`config.mk`:
```
export PLATFORM = sky130hd
export DESIGN_NAME = hazard_ctrl
export DESIGN_NICKNAME = d
export VERILOG_FILES = /design/src/rtl/hazard_ctrl.sv
export SDC_FILE = /design/constraint.sdc
export NUM_CORES = 1
export LEC_CHECK = 0
export ABC_AREA = 0
export BUFFER_PORTS_ARGS = -buffer_cell sky130_fd_sc_hd__buf_2
export CAP_MARGIN = 10
export CORE_ASPECT_RATIO = 1.1
export CORE_UTILIZATION = 45
export CTS_BUF_LIST = sky130_fd_sc_hd__clkbuf_4 sky130_fd_sc_hd__clkbuf_8
export DETAILED_ROUTE_END_ITERATION = 8
export MAX_ROUTING_LAYER = met4
export PLACE_DENSITY_LB_ADDON = 0.25
export SETUP_SLACK_MARGIN = 0.5
export SKIP_LAST_GASP = 1
export SYNTH_ARGS = -nofsm -noshare
export SYNTH_HDL_FRONTEND = slang
export SYNTH_SLANG_ARGS = --single-unit
```
`constraint.sdc`:
```
create_clock -name clk -period 2 [get_ports clk]
set_input_delay 0.3 -clock clk [delete_from_list [all_inputs] [get_ports clk]]
set_output_delay 0.3 -clock clk [all_outputs]
set_load 0.02 [all_outputs]
```
`src/rtl/hazard_ctrl.sv`:
```
// Pipeline hazard controller: load-use stalls/bubbles, EXE-resolved branch/JALR redirects
// held across memory stalls, and saturating redirect/load-use event counters.
module hazard_ctrl #(
    parameter int unsigned DATA_W = 32,
    parameter int unsigned CNT_W  = 16
) (
    input  logic              clk,
    input  logic              rst,
    input  logic              Istall,
    input  logic              Dstall,
    input  logic [4:0]        rs1_addr_ID,
    input  logic [4:0]        rs2_addr_ID,
    input  logic              rs1_used_ID,
    input  logic              rs2_used_ID,
    input  logic [4:0]        rd_addr_EXE,
    input  logic              mem_read_EXE,
    input  logic              branch_taken_EXE,
    input  logic [DATA_W-1:0] branch_target_EXE,
    input  logic              jalr_EXE,
    input  logic [DATA_W-1:0] jalr_target_EXE,
    output logic              pc_hold,
    output logic              if_id_hold,
    output logic              bubble_ID_EXE,
    output logic              flush,
    output logic              flush_jalr,
    output logic              redirect_valid,
    output logic [DATA_W-1:0] redirect_pc,
    output logic [1:0]        state_o,
    output logic [CNT_W-1:0]  redirect_cnt,
    output logic [CNT_W-1:0]  loaduse_cnt
);

    typedef enum logic [1:0] {
        StRun      = 2'd0,
        StPendBr   = 2'd1,
        StPendJalr = 2'd2
    } state_t;

    state_t            r_state;
    logic [DATA_W-1:0] r_pend_pc;
    logic [CNT_W-1:0]  r_redirect_cnt;
    logic [CNT_W-1:0]  r_loaduse_cnt;

    logic w_stall;
    logic w_run;
    logic w_pend_br;
    logic w_pend_jalr;
    logic w_fresh_jalr;
    logic w_fresh_br;
    logic w_flush;
    logic w_flush_jalr;
    logic w_redirect;
    logic w_rs1_hit;
    logic w_rs2_hit;
    logic w_lu;
    logic w_lu_eff;
    logic w_bubble;
    logic [DATA_W-1:0] w_redirect_pc;

    assign w_stall     = Istall | Dstall;
    assign w_run       = (r_state == StRun);
    assign w_pend_br   = (r_state == StPendBr);
    assign w_pend_jalr = (r_state == StPendJalr);

    // JALR takes priority over a simultaneous taken branch.
    assign w_fresh_jalr = jalr_EXE & w_run;
    assign w_fresh_br   = branch_taken_EXE & ~jalr_EXE & w_run;

    assign w_flush      = (w_fresh_br | w_pend_br) & ~w_stall;
    assign w_flush_jalr = (w_fresh_jalr | w_pend_jalr) & ~w_stall;
    assign w_redirect   = w_flush | w_flush_jalr;

    always_comb begin
        w_redirect_pc = '0;
        if (w_pend_br || w_pend_jalr) begin
            w_redirect_pc = r_pend_pc;
        end else if (w_fresh_jalr) begin
            w_redirect_pc = jalr_target_EXE;
        end else if (w_fresh_br) begin
            w_redirect_pc = branch_target_EXE;
        end
    end

    assign w_rs1_hit = rs1_used_ID & (rs1_addr_ID == rd_addr_EXE);
    assign w_rs2_hit = rs2_used_ID & (rs2_addr_ID == rd_addr_EXE);
    assign w_lu      = mem_read_EXE & (rd_addr_EXE != 5'd0) & (w_rs1_hit | w_rs2_hit);

    // The ID instruction is wrong-path whenever a redirect is in flight.
    assign w_lu_eff  = w_lu & ~w_redirect & w_run;
    assign w_bubble  = w_lu_eff & ~w_stall;

    always_ff @(posedge clk or posedge rst) begin
        if (rst) begin
            r_state   <= StRun;
            r_pend_pc <= '0;
        end else begin
            case (r_state)
                StRun: begin
                    if (w_fresh_jalr && w_stall) begin
                        r_state   <= StPendJalr;
                        r_pend_pc <= jalr_target_EXE;
                    end else if (w_fresh_br && w_stall) begin
                        r_state   <= StPendBr;
                        r_pend_pc <= branch_target_EXE;
                    end
                end
                StPendBr, StPendJalr: begin
                    if (!w_stall) begin
                        r_state <= StRun;
                    end
                end
                default: r_state <= StRun;
            endcase
        end
    end

    always_ff @(posedge clk or posedge rst) begin
        if (rst) begin
            r_redirect_cnt <= '0;
            r_loaduse_cnt  <= '0;
        end else begin
            if (w_redirect && !(&r_redirect_cnt)) begin
                r_redirect_cnt <= r_redirect_cnt + CNT_W'(1);
            end
            if (w_bubble && !(&r_loaduse_cnt)) begin
                r_loaduse_cnt <= r_loaduse_cnt + CNT_W'(1);
            end
        end
    end

    assign pc_hold        = w_stall | w_lu_eff;
    assign if_id_hold     = w_stall | w_lu_eff;
    assign bubble_ID_EXE  = w_bubble;
    assign flush          = w_flush;
    assign flush_jalr     = w_flush_jalr;
    assign redirect_valid = w_redirect;
    assign redirect_pc    = w_redirect_pc;
    assign state_o        = r_state;
    assign redirect_cnt   = r_redirect_cnt;
    assign loaduse_cnt    = r_loaduse_cnt;

endmodule
```
==> flow_metrics.py <==
metrics = {
    "detailed_routing": {
        "avgRoutedWirePerCell_um": 17.6,
        "vias": 4059,
        "post-route-drc-count": 0,
        "drtPass1Iterations": 4,
        "drtAntennaViolNets": 0,
        "drt_iter0_markers": 188,
        "wl_mm": 13.0,
        "vias_per_cell": 5.52,
    },
    "global_route": {
        "grt_pass1_vias": 3767,
        "antenna_found_initial": 0,
        "overflow": 0,
        "grtUsageTotal_pct": 25.8,
        "grt_max_degree": 67,
        "grt_first_pass_wirelength_mm": 18.0,
    },
    "hold_path": {
        "hp-class": "in -> async",
    },
    "yosys": {
        "ys_seq_area_share_pct": 42.3,
        "synth_area_leaders": "dfrtp_1, o21ai_0, mux2i_1",
        "yosysWarnings": 0,
        "synthesis.nets": 525,
        "syn-instance-count": 432,
        "ys_types": 38,
        "synth_common_cells": "nand2_1, dfrtp_1, o21ai_0",
        "syn_area_per_cell_um2": 9.05,
        "synthesis.area_um2": 3910,
        "ys_dominant_reg_cell": "dfrtp_1",
        "async_reset_ff_share_pct": 100,
        "synth-seq-cells": 66,
        "yosys.area.top_type_share_pct": 42.3,
        "yosysTopAreaCell": "dfrtp_1",
        "synth.most_common_cell": "nand2_1",
        "synth_edf_count": 0,
    },
    "sta": {
        "hold_violations": 0,
        "maxSlewHeadroom_pct": 71.7,
        "fin_crit_ns": 2.30,
        "timing.final.crit_share_pct": 115,
        "slew_viol_final": 0,
        "fmax_ghz": 0.435,
        "setup_ws_ns": -0.301,
        "worst_slew_pin_slew_ns": 0.421,
        "rsz0062_at_grt": "yes",
        "clock_skew_ns": 0.0133,
        "setup_viol": 54,
    },
    "placed_design": {
        "gp_congestion": 0.776,
        "io_buffers": 159,
        "hpwl_mm": 7.30,
    },
    "pwr": {
        "combPwrFrac_pct": 62.8,
        "p_per_area_nw_per_um2": 1400,
        "p_sw_mw": 3.91,
        "intPower_mw": 4.99,
        "clock_power_share_pct": 14.2,
        "share_seq_of_total_power_pct": 23.0,
        "p_leak_nw": 3.13,
        "vdd_ir_drop_max_mv": 0.928,
        "finalPower_mw": 8.89,
        "sw_frac_of_total_pct": 43.9,
    },
    "job": {
        "cap_violations": 0,
    },
    "setup_path": {
        "critical_path.top_delay_family": "buffers and inverters",
        "crit_slowest_cell": "dfrtp_2",
        "crit_required_ns": 1.70,
        "cp.arrival_ns": 2.00,
        "path_cells": "inv_4 > ha_4 > buf_6 > and3b_4 > clkbuf_16 > a22oi_2 > o21ai_2 > buf_6",
        "cp-end-kind": "output pin",
        "crit_buf_inv": 4,
        "cp_max_fo": 8,
        "critPathMaxStageDelay_ns": 0.44,
        "critical_path.startpoint_type": "register",
        "crit_top_cell": "buf_6",
        "crit_type": "reg -> out",
    },
    "die": {
        "ios": 160,
        "rows": 35,
        "fp.dieW_um": 90.9,
        "start_util_pct": 46.5,
        "core_area_um2": 8410,
        "dieArea_um2": 9060,
        "die_y_um": 99.8,
    },
    "clocking": {
        "clockRootBuffer": "clkbuf_8",
        "cts.sinks": 66,
        "path_clk_slew_ns": 0.08,
        "numCtsBuffers": 9,
        "cts.hold.buffers_added": 0,
        "h-tree-depth": 3,
        "cts.path.max_buffers": 2,
        "clkLatencyLatePin_ns": 0.36,
        "cts_tree": "yes",
    },
    "cells_and_area": {
        "syn_to_final_growth_pct": 62.9,
        "drive_gt1_share_pct": 53.2,
        "finalNetCount": 712,
        "diodes": 0,
        "utilization_pct": 75.7,
        "nFillCells": 568,
    },
    "run_status": {
        "violations": "negative setup slack",
        "status": "finished, violations left",
    },
}
-- cells in the final DEF (no fill, tap or decap), types with 4 or more instances in the layout --
| cell | count |
|---|---|
| dfrtp_2 | 7 |
| nand2_1 | 71 |
| nor2_1 | 5 |
| nor2_4 | 8 |
| dfrtp_1 | 59 |
| xor2_1 | 11 |
| a22oi_1 | 16 |
| nand3_1 | 8 |
| buf_2 | 121 |
| a22oi_2 | 17 |
| buf_6 | 42 |
| nand2_8 | 4 |
| o21ai_1 | 29 |
| o21ai_2 | 32 |
| nand2_2 | 4 |
| mux2i_1 | 31 |
| buf_4 | 21 |
| buf_12 | 10 |
| o21ai_0 | 4 |
| inv_1 | 8 |
| nand4_1 | 13 |
| xnor2_1 | 26 |
| clkbuf_8 | 9 |
| nor3_4 | 10 |
-- sequential cells by signal, indices dropped and copies added (netlist names) --
| register | flops |
|---|---|
| loaduse_cnt | 16 |
| r_pend_pc | 32 |
| redirect_cnt | 16 |
| state_o | 2 |
-- path summary, 6_finish.rpt --
check	start	to	slack [ns]	depth (start not counted)
setup / recovery	state_o[1]	redirect_pc[25]	-0.30	8
hold / removal	rst	r_pend_pc[24]	0.03	3
setup reg to reg	state_o[1]	loaduse_cnt[15]	-0.26	10
hold reg to reg	r_pend_pc[31]	r_pend_pc[31]	0.49	2
max in group asynchronous	rst	redirect_cnt[7]	1.67	3
min in group clk	jalr_target_EXE[21]	r_pend_pc[21]	0.24	3
-- logic make-up (layout without fill, tap and decap cells) --
family                   Yosys count  count (layout)  share of synthesized area (%)
AND/OR/NAND/NOR                  142             145                           17.6
XOR/XNOR                          40              40                           8.96
adder cells (fa/ha/maj)            5               5                           1.60
buffers and inverters             39             228                           4.13
multiplexers                      34              34                           8.77
flip-flops                        66              66                           42.3
AO/OA/AOI/OAI                    106             106                           16.6
-- timing repair --
action / 4_1_cts / 5_1_grt
setup buffers: 10 / 8
gates resized for setup: 27 / 122
gates cloned: 3 / 6
endpoints found under the setup margin: 103 / 103
pin swaps: 6 / 32
-- layer usage --
| metal | GRT usage (%) | part of all wire (%) | vias up |
|---|---|---|---|
| met5 | - | 0 | - |
| met4 | 9.04 | 1.7 | 0 |
| met3 | 4.97 | 5.2 | 19 |
| met2 | 44.3 | 53 | 156 |
| met1 | 30.3 | 40 | 1970 |
| li1 | - | - | 1914 |
-- cell type report --
| cell class | count | area, µm² | area share, % |
|---|---|---|---|
| Tap cell | 111 | 139 | 2.18 |
| Clock buffer | 9 | 124 | 1.94 |
| Inverter | 12 | 53.8 | 0.845 |
| Clock inverter | 7 | 93.8 | 1.47 |
| Timing Repair Buffer | 200 | 1590 | 25.0 |
| Multi-Input combinational cell | 330 | 2700 | 42.5 |
| Sequential cell | 66 | 1660 | 26.1 |
-- tightest hold or removal path, cell delays in order --
cell	delay, ns
buf_2	0.11
clkinvlp_4	0.07
buf_12	0.30
-- power by group through the flow --
stage	logic [mW]	registers (mW)	clock network (mW)
after detailed placement	4.26	2.02	0
after global placement	4.17	2.00	0
after global routing	5.95	2.09	1.34
after CTS	4.57	1.99	1.26
after floorplan	3.11	2.07	0
final	5.59	2.04	1.26
-- per-stage QoR --
stage / std cells / worst slack (ns) / TNS, ns / area, µm² / hold slack [ns]
finish: 735 / -0.301 / -11.62 / 6370 / 0.0265
global route: 735 / -0.363 / -15.87 / 6370 / 0.0578
CTS: 721 / -0.261 / -9.26 / 5710 / 0.0478
detailed placement: 692 / -0.00442 / -0.00810 / 5220 / 0.430
global placement: 692 / 0.0850 / 0 / 5220 / 0.420
floorplan: 432 / 0.0152 / 0 / 4360 / 0.444
Power figures use the tool's default switching activity.
